$ cat src/rtl/db15_pkg.sv
// rtl/db15_pkg.sv - shared constants and FSM state type for the DB15 serial pad reader
package db15_pkg;

  localparam int BITS_PER_PAD = 12;
  localparam int NUM_PADS     = 2;
  localparam int FRAME_BITS   = 24;
  localparam int LOAD_HALVES  = 2;

  typedef enum logic [1:0] {
    IDLE  = 2'd0,
    LOAD  = 2'd1,
    SHIFT = 2'd2,
    DONE  = 2'd3
  } db15_state_e;

endpackage

$ cat src/rtl/db15_tick_gen.sv
// rtl/db15_tick_gen.sv - free-running divider producing one tick per serial half-period
module db15_tick_gen #(
  parameter int CLK_DIV = 24
) (
  input  logic clk,
  input  logic reset_n,
  output logic tick
);

  localparam int CW = (CLK_DIV > 1) ? $clog2(CLK_DIV) : 1;

  logic [CW-1:0] r_cnt;
  logic          w_wrap;

  assign w_wrap = (r_cnt == CW'(CLK_DIV - 1));
  assign tick   = w_wrap;

  // Count 0..CLK_DIV-1 and wrap; the last count is the tick cycle.
  always_ff @(posedge clk or negedge reset_n) begin
    if (!reset_n) begin
      r_cnt <= '0;
    end else if (w_wrap) begin
      r_cnt <= '0;
    end else begin
      r_cnt <= r_cnt + 1'b1;
    end
  end

endmodule

$ cat src/rtl/db15_serial_pad.sv
// rtl/db15_serial_pad.sv - DB15 two-pad serial reader; optional DB15_DEBOUNCE_EN for two-frame agreement
module db15_serial_pad
  import db15_pkg::*;
#(
  parameter int CLK_DIV    = 24,
  parameter int GAP_HALVES = 2
) (
  input  logic        clk,
  input  logic        reset_n,
  input  logic        JOY_DATA,
  output logic        JOY_CLK,
  output logic        JOY_LOAD,
  output logic [15:0] joystick1,
  output logic [15:0] joystick2,
  output logic        frame_done
);

  localparam int HCW = $clog2(GAP_HALVES + LOAD_HALVES + 1);

  db15_state_e     r_state, w_state_nxt;
  logic [HCW-1:0]  r_half, w_half_nxt;
  logic [4:0]      r_bit, w_bit_nxt;
  logic [11:0]     r_cap1, r_cap2, w_cap1_nxt, w_cap2_nxt;
  logic            r_joy_clk, r_joy_load, w_clk_nxt, w_load_nxt;
  logic [11:0]     r_joy1, r_joy2;
  logic            r_frame_done;
  logic [1:0]      r_sync;
  logic            w_tick, w_done, w_stable;
  logic [3:0]      w_idx2;

  db15_tick_gen #(.CLK_DIV(CLK_DIV)) u_tick (
    .clk     (clk),
    .reset_n (reset_n),
    .tick    (w_tick)
  );

  // Second-pad bit index; the 4-bit subtraction wraps 12..23 onto 0..11.
  assign w_idx2 = r_bit[3:0] - 4'd12;

  // Two-flop synchronizer for the asynchronous pad data line.
  always_ff @(posedge clk or negedge reset_n) begin
    if (!reset_n) begin
      r_sync <= 2'b00;
    end else begin
      r_sync <= {r_sync[0], JOY_DATA};
    end
  end

  // FSM state register.
  always_ff @(posedge clk or negedge reset_n) begin
    if (!reset_n) begin
      r_state <= IDLE;
    end else begin
      r_state <= w_state_nxt;
    end
  end

  // Next-state and pad-line logic; pad lines only move on a tick.
  always_comb begin
    w_state_nxt = r_state;
    w_half_nxt  = r_half;
    w_bit_nxt   = r_bit;
    w_cap1_nxt  = r_cap1;
    w_cap2_nxt  = r_cap2;
    w_clk_nxt   = r_joy_clk;
    w_load_nxt  = r_joy_load;
    w_done      = 1'b0;
    case (r_state)
      IDLE: begin
        if (w_tick) begin
          if (r_half == HCW'(GAP_HALVES - 1)) begin
            w_state_nxt = LOAD;
            w_half_nxt  = '0;
            w_load_nxt  = 1'b0;
          end else begin
            w_half_nxt = r_half + 1'b1;
          end
        end
      end
      LOAD: begin
        if (w_tick) begin
          if (r_half == HCW'(LOAD_HALVES - 1)) begin
            w_state_nxt = SHIFT;
            w_half_nxt  = '0;
            w_bit_nxt   = '0;
            w_load_nxt  = 1'b1;
          end else begin
            w_half_nxt = r_half + 1'b1;
          end
        end
      end
      SHIFT: begin
        if (r_bit >= 5'(FRAME_BITS)) begin
          w_state_nxt = DONE;
        end else if (w_tick) begin
          if (r_joy_clk) begin
            w_clk_nxt = 1'b0;
          end else begin
            w_clk_nxt = 1'b1;
            if (r_bit < 5'(BITS_PER_PAD)) begin
              w_cap1_nxt[r_bit[3:0]] = ~r_sync[1];
            end else begin
              w_cap2_nxt[w_idx2] = ~r_sync[1];
            end
            if (r_bit == 5'(FRAME_BITS - 1)) begin
              w_state_nxt = DONE;
            end else begin
              w_bit_nxt = r_bit + 1'b1;
            end
          end
        end
      end
      DONE: begin
        w_done      = 1'b1;
        w_state_nxt = IDLE;
      end
      default: begin
        w_state_nxt = IDLE;
      end
    endcase
  end

  // Register the counters, captures and pad lines chosen above.
  always_ff @(posedge clk or negedge reset_n) begin
    if (!reset_n) begin
      r_half     <= '0;
      r_bit      <= '0;
      r_cap1     <= '0;
      r_cap2     <= '0;
      r_joy_clk  <= 1'b1;
      r_joy_load <= 1'b1;
    end else begin
      r_half     <= w_half_nxt;
      r_bit      <= w_bit_nxt;
      r_cap1     <= w_cap1_nxt;
      r_cap2     <= w_cap2_nxt;
      r_joy_clk  <= w_clk_nxt;
      r_joy_load <= w_load_nxt;
    end
  end

`ifdef DB15_DEBOUNCE_EN
  logic [11:0] r_prev1, r_prev2;

  assign w_stable = (r_cap1 == r_prev1) && (r_cap2 == r_prev2);

  // Remember each completed frame so the next one can be compared with it.
  always_ff @(posedge clk or negedge reset_n) begin
    if (!reset_n) begin
      r_prev1 <= '0;
      r_prev2 <= '0;
    end else if (w_done) begin
      r_prev1 <= r_cap1;
      r_prev2 <= r_cap2;
    end
  end
`else
  assign w_stable = 1'b1;
`endif

  // Publish whole frames only, and pulse frame_done once per frame.
  always_ff @(posedge clk or negedge reset_n) begin
    if (!reset_n) begin
      r_joy1       <= '0;
      r_joy2       <= '0;
      r_frame_done <= 1'b0;
    end else begin
      r_frame_done <= w_done;
      if (w_done && w_stable) begin
        r_joy1 <= r_cap1;
        r_joy2 <= r_cap2;
      end
    end
  end

  assign JOY_CLK    = r_joy_clk;
  assign JOY_LOAD   = r_joy_load;
  assign joystick1  = {4'b0000, r_joy1};
  assign joystick2  = {4'b0000, r_joy2};
  assign frame_done = r_frame_done;

endmodule

$ cat config.mk
export PLATFORM = sky130hd
export DESIGN_NAME = db15_serial_pad
export DESIGN_NICKNAME = d
export VERILOG_FILES = /design/src/rtl/db15_pkg.sv /design/src/rtl/db15_tick_gen.sv /design/src/rtl/db15_serial_pad.sv
export SDC_FILE = /design/constraint.sdc
export NUM_CORES = 1
export LEC_CHECK = 0
export BUFFER_PORTS_ARGS = -buffer_cell sky130_fd_sc_hd__buf_2
export CAP_MARGIN = 40
export CORE_MARGIN = 4
export CORE_UTILIZATION = 52
export DETAILED_ROUTE_END_ITERATION = 10
export PLACE_DENSITY = 0.76
export SETUP_SLACK_MARGIN = 0.5
export SYNTH_ARGS = -nofsm -noshare
export SYNTH_HDL_FRONTEND = slang
export SYNTH_SLANG_ARGS = --single-unit
$ cat constraint.sdc
create_clock -name clk -period 1.7 [get_ports clk]
set_input_delay 0 -clock clk [delete_from_list [all_inputs] [get_ports clk]]
set_output_delay 0 -clock clk [all_outputs]
set_load 0.02 [all_outputs]
==> impl_metrics.csv, run 1 <==
group,metric,value,unit
route,wl,6780,um
global_route,grt_max_degree,69,
power_and_ir_drop,netSwitchingPower,666,uW
yosys,netlist_area,3240,um2
power_and_ir_drop,seqPwrFrac,53.1,%
status,run_status,"complete, but fails checks",
yosys,synth_commonest_cells,"dfrtp_1 (66), inv_1 (30), mux2_2 (25)",
route,routedWlPerCell,15.9,um
route,vias,2208,
sta,post-route-period-util,103,%
power_and_ir_drop,power,3050,uW
critical_path,crit_fanout,4,
die,rows,28,
sta,hold_viol,0,
critical_path,ff2ff_setup_slack,-0.04,ns
sta,tns,-0.141,ns
die,io_pins,38,
critical_path,critical_path.endpoint_type,"register",
power_and_ir_drop,p_int,2380,uW
route,firstDrtPassIters,4,
global_route,grt.total_usage,19.5,%
yosys,avgSynthCellArea,11.8,um2
place,port_buffers,29,
global_route,grt_util_met1,26.2,%
sta,final_max_slew_viol_count,0,
yosys,synth.most_common_cell,"dfrtp_1",
critical_path,worstPathRequired,1.92,ns
yosys,synth_edf_count,0,
cts,clk_path_buf_depth,2,
yosys,yosysSeqAreaShare,52.6,%
critical_path,arrival,1.96,ns
global_route,grt_use_met3,4.35,%
sta,setup_slack,-0.0442,ns
global_route,grt.busiest_layer,"met2",
power_and_ir_drop,p_per_area,709,nW/um2
global_route,grt_pass1_wl,11400,um
yosys,synth-async-reset-ratio,100,%
sta,setup_viol_count_final,6,
place,dp_worst_setup_slack,-0.0371,ns
route,drtIter0Drc,89,
route,antenna_left,0,
layout,antenna_cells,0,
die,start_util,54.1,%
yosys,synth_cell_types,51,
global_route,grt_pass1_vias,2351,
power_and_ir_drop,pwr-share-clk,44.7,%
cts,htreeDepth,3,
critical_path,crit_path_start_kind,"register",
route,avgViaCountPerCell,5.18,
layout,post-route-util,71.8,%
layout,layout.nets,359,
power_and_ir_drop,vdd_drop_max,0.626,mV
yosys,synthCells,275,
place,hpwl,4200,um
yosys,ys_ff_latch,68,
sta,fin_crit,1.74,ns
critical_path,critPathKind,"register to register",
power_and_ir_drop,p_leak,0.00220,uW
die,coreArea,5990,um2
cts,root_buffer,"clkbuf_8",
yosys,synth_top_area_cell,"dfrtp_1",
die,fp.dieArea,7560,um2
global_route,overflow,0,
power_and_ir_drop,switching_share,21.8,%
cts,cts_buffers,9,
sta,hold_ws,0.181,ns
power_and_ir_drop,p_comb_share,2.2,%
yosys,synth_top_area_share,51.0,%
sta,fmax,0.573,GHz
yosys,synth.area.top_cells,"dfrtp_1 (51%), mux2_2 (8.7%), mux2i_1 (7.1%), ha_1 (3.9%), inv_1 (3.5%)",
worst_hold_path,min_path_type,"input pin to asynchronous set/reset pin",
global_route,antenna_found_initial,0,
sta,fin_skew,0.00586,ns
die,dieWidth,86.9,um
status,violations,"negative setup slack",
layout,area_delta_synth_final,32.8,%
cts,clkSinkCount,68,
cts,tritoncts,"done",
cts,clkTransAtPathRegs,0.07,ns
sta,rsz0062_at_grt,"true",
yosys,ys_warn_count,0,
route,route.detailed.drc,0,
global_route,met2_usage,31.2,%
layout,drive_gt1_share,45.0,%
die,die-height,86.9,um
cts,clock_latency,0.35,ns
yosys,synth_ff_type,"dfrtp_1",
job,cap_violations,0,
place,place_congestion,0.935,
-- through the flow --
step	instance area, um2	cells
2_1_floorplan	3380	282
3_3_place_gp	3650	388
3_5_place_dp	3650	388
4_1_cts	4070	416
5_1_grt	4300	426
6_report	4300	426
-- path summary, 6_finish.rpt --
kind                                        startpoint                    end  cells past startpoint
worst max register to register  r_state[0]$_DFFE_PN0P_  r_cap1[9]$_DFFE_PN0P_                      6
worst min-delay path                           reset_n  r_cap1[3]$_DFFE_PN0P_                      3
min in group clk                              JOY_DATA    r_sync[0]$_DFF_PN0_                      2
worst max-delay path            r_state[0]$_DFFE_PN0P_  r_cap1[9]$_DFFE_PN0P_                      6
worst min register to register     r_sync[0]$_DFF_PN0_    r_sync[1]$_DFF_PN0_                      0
max in group asynchronous                      reset_n    JOY_CLK$_DFFE_PN1P_                      3
-- worst max-delay path, stage by stage, from the launching register on --
cell and delay, ns:
dfrtp_1 0.40, inv_2 0.08, ha_4 0.14, or3b_4 0.43
nor4b_4 0.32, nand2_1 0.11, mux2i_1 0.14
-- cells in the final DEF, fill, tap and decap left out, types with 3 or more instances in the layout --
cell type  count
o21ai_1        3
nand4_1        8
clkbuf_8      11
xor2_1         3
ha_4           5
mux2i_1       23
inv_1         28
nor3_4         3
nand3_1        4
nand2_1       21
nor2_1         6
dfrtp_1       65
mux2_2        14
buf_6         15
mux2_4        11
nor2_4         3
buf_4         26
conb_1         8
ha_1           4
buf_2         28
-- repair_timing --
| action | 4_1_cts | 5_1_grt |
|---|---|---|
| hold buffers | 2 | 0 |
| setup buffers | 10 | 8 |
| cloned | 0 | 2 |
| gates resized for setup | 29 | 32 |
| pin swaps | 20 | 16 |
| endpoints found under the hold margin | 69 | 0 |
| endpoints found under the setup margin | 61 | 63 |
-- final cells by class --
| class | count | area, um2 |
|---|---|---|
| inverter | 30 | 113 |
| clock inverter | 4 | 47.5 |
| clock buffer | 12 | 155 |
| fill | 415 | 1690 |
| tap | 75 | 93.8 |
| sequential | 68 | 1710 |
| multi-input combinational | 163 | 1600 |
| timing repair buffer | 74 | 589 |
-- cell families after synthesis --
family,after synthesis,share of synthesized area [%]
muxes,49,16.1
and+or+nand+nor,67,13.2
other,1,0.116
xor gates and xnor gates,4,1.08
adders and majority gates,10,3.86
buffers and inverters,51,7.30
AOI/OAI and AO/OA,25,5.75
DFF,68,52.6
-- power groups by stage --
stage	Sequential, uW	Clock [uW]	Combinational (uW)
finish	1620	1360	68.4
global route	1620	1450	78.1
CTS	1620	1400	70.1
detailed placement	1650	0	66.9
global placement	1650	0	66.1
floorplan	1650	0	36.2
-- flip-flops by register name (all words and copies together) (netlist names) --
| name | flops |
|---|---|
| r_half | 3 |
| r_sync | 2 |
| r_bit | 5 |
| r_joy2 | 12 |
| u_tick.r_cnt | 5 |
| r_joy1 | 12 |
| JOY_CLK | 1 |
| JOY_LOAD | 1 |
| r_state | 2 |
| r_cap1 | 12 |
| r_cap2 | 12 |
| frame_done | 1 |
-- layer usage --
layer	part of all wire, %	wire length, um
met5	0	0
met4	1.5	99
met3	5.1	343
met2	50	3390
met1	43	2950
Note: power is estimated with default switching activity, not from simulation.
==> run 2: changes to the inputs <==
Settings changed: GPL_TIMING_DRIVEN from default to 0, RECOVER_POWER from default to 25.
==> impl_metrics.csv, run 2 (synthesized netlist as in run 1, its figures left out) <==
group,metric,value,unit
status,run_status,"complete, but fails checks",
status,violations,"negative setup slack",
critical_path,crit_path_start_kind,"register",
global_route,met2_usage,32.2,%
sta,final_max_slew_viol_count,0,
route,firstDrtPassIters,4,
cts,clkSinkCount,68,
cts,clkTransAtPathRegs,0.08,ns
sta,hold_viol,0,
place,place_congestion,0.895,
layout,area_delta_synth_final,33.7,%
global_route,grt.total_usage,19.6,%
place,dp_cells,387,
sta,fin_crit,1.82,ns
global_route,grt_use_met3,3.78,%
route,vias,2354,
layout,final_area,4330,um2
cts,root_buffer,"clkbuf_8",
layout,drive_gt1_share,44.3,%
layout,layout_commonest_cell,"dfrtp_1",
power_and_ir_drop,p_leak,0.00226,uW
layout,post-route-util,72.3,%
critical_path,crit_path_max_incr_delay,0.45,ns
critical_path,worstPathRequired,1.93,ns
global_route,grt_util_met1,24.2,%
route,antenna_left,0,
sta,max_slew_margin,38.9,%
place,port_buffers,29,
global_route,grt_max_degree,69,
critical_path,cp_top_family,"compound AO/OA/AOI/OAI gates",
worst_hold_path,min_path_type,"input pin to register",
die,dieWidth,86.9,um
global_route,grt_pass1_vias,2401,
global_route,antenna_found_initial,0,
layout,antenna_cells,0,
die,die-height,86.9,um
layout,mostFrequentLayoutCells,"dfrtp_1 (65), inv_1 (29), buf_2 (29)",
route,route.detailed.drc,0,
sta,setup_viol_count_final,21,
critical_path,cp_slowest_cell,"dfrtp_2",
route,drtIter0Drc,94,
die,io_pins,38,
sta,fmax,0.550,GHz
cts,tritoncts,"done",
power_and_ir_drop,vdd_drop_max,0.521,mV
place,place_area,3650,um2
die,fp.dieArea,7560,um2
sta,worstMarginPinSlew,0.916,ns
route,avgViaCountPerCell,5.42,
global_route,grt.busiest_layer,"met2",
layout,fin_cells,434,
global_route,grt_pass1_wl,11400,um
sta,post-route-period-util,107,%
critical_path,crit_buf_inv,2,
layout,layout.nets,367,
critical_path,critical_path.endpoint_type,"register",
cts,clk_path_buf_depth,2,
job,cap_violations,0,
sta,setup_slack,-0.120,ns
critical_path,crit_fanout,10,
die,start_util,54.1,%
power_and_ir_drop,power,3160,uW
global_route,overflow,0,
sta,tns,-1.00,ns
cts,htreeDepth,3,
sta,rsz0062_at_grt,"true",
sta,fin_skew,0.0104,ns
route,wl,7240,um
die,rows,28,
critical_path,cp_cell_sequence,"ha_4, buf_4, clkbuf_16, a221o_2, a211oi_2, a21oi_1",
place,hpwl,4050,um
power_and_ir_drop,p_per_area,729,nW/um2
die,coreArea,5990,um2
cts,cts_buffers,9,
route,routedWlPerCell,16.7,um
critical_path,critPathKind,"register to register",
critical_path,arrival,2.05,ns
cts,clock_latency,0.35,ns
[run 2: cell types whose count changed in the layout (fill, tap and decap cells not counted), moves of 2 or more]
cell	change
mux2_2	+10
clkbuf_8	-2
buf_6	-2
ha_4	-3
mux2_4	-10
ha_1	+3
clkbuf_1	+2
clkbuf_16	+2
clkbuf_4	+2
[run 2: power breakdown]
part           switching [uW]  total [uW]  internal (uW)  leakage [uW]
combinational            56.2        77.2           21.0       0.00122
clock                     628        1460            828      0.000111
sequential               2.83        1620           1620      0.000928
[run 2: area by class of cell]
cell class / instances / area [um2]
repair buffers: 61 / 467
clock inverters: 6 / 87.6
multi-input cells: 163 / 1510
clock buffers: 10 / 128
flip-flops and latches: 68 / 1710
well taps: 75 / 93.8
inverters: 30 / 113
plain buffers: 21 / 228
fillers: 425 / 1660
[run 2: worst paths after layout]
kind	start	endpoint	slack (ns)	cells after the start
max	r_state[1]$_DFFE_PN0P_	r_bit[0]$_DFFE_PN0P_	-0.12	6
min	JOY_DATA	r_sync[0]$_DFF_PN0_	0.30	2
max reg2reg	r_state[1]$_DFFE_PN0P_	r_bit[0]$_DFFE_PN0P_	-0.12	6
min reg2reg	r_sync[0]$_DFF_PN0_	r_sync[1]$_DFF_PN0_	0.35	0
max in group asynchronous	reset_n	r_state[1]$_DFFE_PN0P_	0.62	3
min in group asynchronous	reset_n	r_joy1[4]$_DFFE_PN0P_	0.44	3
[run 2: layer usage]
layer  vias up  part of all wire [%]
met1      1181                    42
met4         0                   1.7
li1       1085                     -
met5         -                     0
met2        73                    50
met3        15                   6.0
[run 2: what timing repair did]
item                                    4_1_cts  5_1_grt
endpoints found under the setup margin       61       61
buffers inserted                             19        8
hold endpoints to repair                     69        0
gates cloned                                  1        1
pin swaps                                    15       16
gates resized for setup                      29       17
hold buffers                                  2        0
[run 2: stage by stage]
stage	hold slack (ns)	setup WS [ns]
after CTS	0.205	-0.0925
after detailed placement	0.0327	-0.137
after global routing	0.323	-0.154
final	0.295	-0.120
after global placement	0.109	-0.100
after floorplan	-0.296	0.0462
[run 2: worst reg2reg max path, delay by kind of cell (launching register included)]
| kind | cells | cell delay (ns) |
|---|---|---|
| buf+inv | 2 | 0.30 |
| compound gates | 3 | 0.76 |
| flops | 1 | 0.45 |
| fa+ha+maj | 1 | 0.19 |
==> run 3: changes to the inputs <==
Settings changed: CELL_PAD_IN_SITES_DETAIL_PLACEMENT from default to 0, CELL_PAD_IN_SITES_GLOBAL_PLACEMENT from default to 1, CORE_UTILIZATION 52 to 42, TNS_END_PERCENT from default to 10.
==> impl_metrics.csv, run 3 (synthesized netlist as in run 1, its figures left out) <==
group,metric,value,unit
layout,post-route-util,54.9,%
sta,setup_slack,-0.0469,ns
global_route,grt_pass1_vias,2192,
sta,hold_ws,0.309,ns
global_route,grt_util_met1,21.4,%
critical_path,r2r_start,"r_state[0]$_DFFE_PN0P_",
critical_path,arrival,1.94,ns
global_route,grt_use_met3,3.67,%
cts,cts_buffers,9,
cts,root_buffer,"clkbuf_8",
die,fp.dieArea,9190,um2
place,port_buffers,29,
route,firstDrtPassIters,4,
die,dieWidth,95.8,um
sta,setup_viol_count_final,16,
global_route,grt.busiest_layer,"met2",
layout,layout.nets,348,
status,run_status,"complete, but fails checks",
layout,mostFrequentLayoutCells,"dfrtp_1 (64), buf_2 (30), inv_1 (28)",
power_and_ir_drop,p_leak,0.00210,uW
sta,max_slew_margin,43.6,%
cts,clkTransAtPathRegs,0.07,ns
global_route,overflow,0,
critical_path,crit_path_start_kind,"register",
sta,fin_skew,0.00824,ns
place,hpwl,4400,um
sta,fin_crit,1.75,ns
die,io_pins,38,
job,cap_violations,0,
critical_path,ff2ff_setup_slack,-0.05,ns
global_route,antenna_found_initial,0,
route,drtIter0Drc,47,
route,vias,2161,
global_route,grt.total_usage,15.5,%
route,routedWlPerCell,14.6,um
route,route.detailed.drc,0,
sta,post-route-period-util,103,%
critical_path,worstPathRequired,1.90,ns
sta,fmax,0.572,GHz
sta,worstMarginPinSlew,0.847,ns
critical_path,crit_fanout,7,
power_and_ir_drop,power,3130,uW
place,place_congestion,0.792,
sta,hold_viol,0,
layout,drive_gt1_share,38.1,%
layout,antenna_cells,0,
global_route,met2_usage,23.5,%
layout,layout_commonest_cell,"dfrtp_1",
die,start_util,44.0,%
layout,area_delta_synth_final,24.9,%
critical_path,rr_worst_depth,7,
critical_path,critical_path.endpoint_type,"register",
cts,clock_latency,0.34,ns
die,coreArea,7370,um2
sta,final_max_slew_viol_count,0,
cts,htreeDepth,3,
power_and_ir_drop,p_per_area,774,nW/um2
critical_path,r2r_end,"r_cap2[3]$_DFFE_PN0P_",
die,die-height,95.8,um
sta,rsz0062_at_grt,"true",
status,violations,"negative setup slack",
die,rows,31,
route,wl,6390,um
power_and_ir_drop,vdd_drop_max,0.430,mV
worst_hold_path,min_path_type,"input pin to asynchronous set/reset pin",
global_route,grt_pass1_wl,10800,um
route,antenna_left,0,
global_route,grt_max_degree,37,
cts,tritoncts,"done",
cts,clkSinkCount,68,
route,avgViaCountPerCell,4.93,
cts,clk_path_buf_depth,2,
critical_path,critPathKind,"register to register",
-- run 3: cell count changes in the layout (fill, tap and decap cells not counted), sizes merged --
| cell | before | now |
|---|---|---|
| buf | 73 | 56 |
| clkinvlp | 0 | 1 |
| clkbuf | 17 | 14 |
| inv | 31 | 30 |
-- run 3: through the flow --
stage                     setup TNS [ns]  setup WS [ns]  instances  instance area, um2
final                             -0.471        -0.0469        438                4050
after global routing               -2.49         -0.148        438                4050
after CTS                          -1.41         -0.146        430                3890
after detailed placement           -7.99         -0.320        411                3590
after global placement             -6.19         -0.249        410                3570
after floorplan                        0         0.0455        282                3300
-- run 3: area by class of cell --
cell class                      count  area, um2
Buffer                             21        181
Clock buffer                        9        124
Clock inverter                      6       90.1
Fill cell                         672       3320
Inverter                           30        113
Multi-Input combinational cell    163       1440
Sequential cell                    68       1710
Tap cell                           99        124
Timing Repair Buffer               42        273
-- run 3: repair_timing --
action / in CTS / in global routing
buffers inserted: 2 / 8
pin swaps: 9 / 22
hold buffers: 2 / 0
endpoints found under the hold margin: 69 / 0
gates resized for setup: 13 / 28
endpoints found under the setup margin: 61 / 62
-- run 3: how the worst max path moves through the flow --
| stage | startpoint | end | slack (ns) | cells after the start |
|---|---|---|---|---|
| 2_1_floorplan | r_state[0]$_DFFE_PN0P_ | r_cap1[10]$_DFFE_PN0P_ | 0.05 | 6 |
| 3_3_place_gp | r_state[1]$_DFFE_PN0P_ | r_joy2[7]$_DFFE_PN0P_ | -0.25 | 4 |
| 3_5_place_dp | r_state[1]$_DFFE_PN0P_ | r_joy2[4]$_DFFE_PN0P_ | -0.32 | 4 |
| 4_1_cts | r_state[0]$_DFFE_PN0P_ | r_cap1[8]$_DFFE_PN0P_ | -0.15 | 6 |
| 5_1_grt | r_state[0]$_DFFE_PN0P_ | r_cap1[8]$_DFFE_PN0P_ | -0.15 | 6 |
| 6_report | r_state[0]$_DFFE_PN0P_ | r_cap2[3]$_DFFE_PN0P_ | -0.05 | 7 |
-- run 3: per-layer routing --
metal | vias to the layer above | wire [um]
met4 | 0 | 108
met3 | 12 | 264
met2 | 51 | 3010
li1 | 1036 | -
met1 | 1062 | 3010
met5 | - | 0
-- run 3: power by group --
group	leakage [uW]	internal, uW	switching, uW
registers	0.000926	1620	2.95
logic	0.00107	23.8	57.1
clock network	0.000105	819	609
-- run 3: critical path: stages, from the launching register on --
cell and delay, ns:
dfrtp_1 0.40, inv_2 0.09, ha_4 0.12, buf_4 0.12, a21bo_4 0.26, nor3_4 0.28
nand4_1 0.17, mux2i_1 0.16
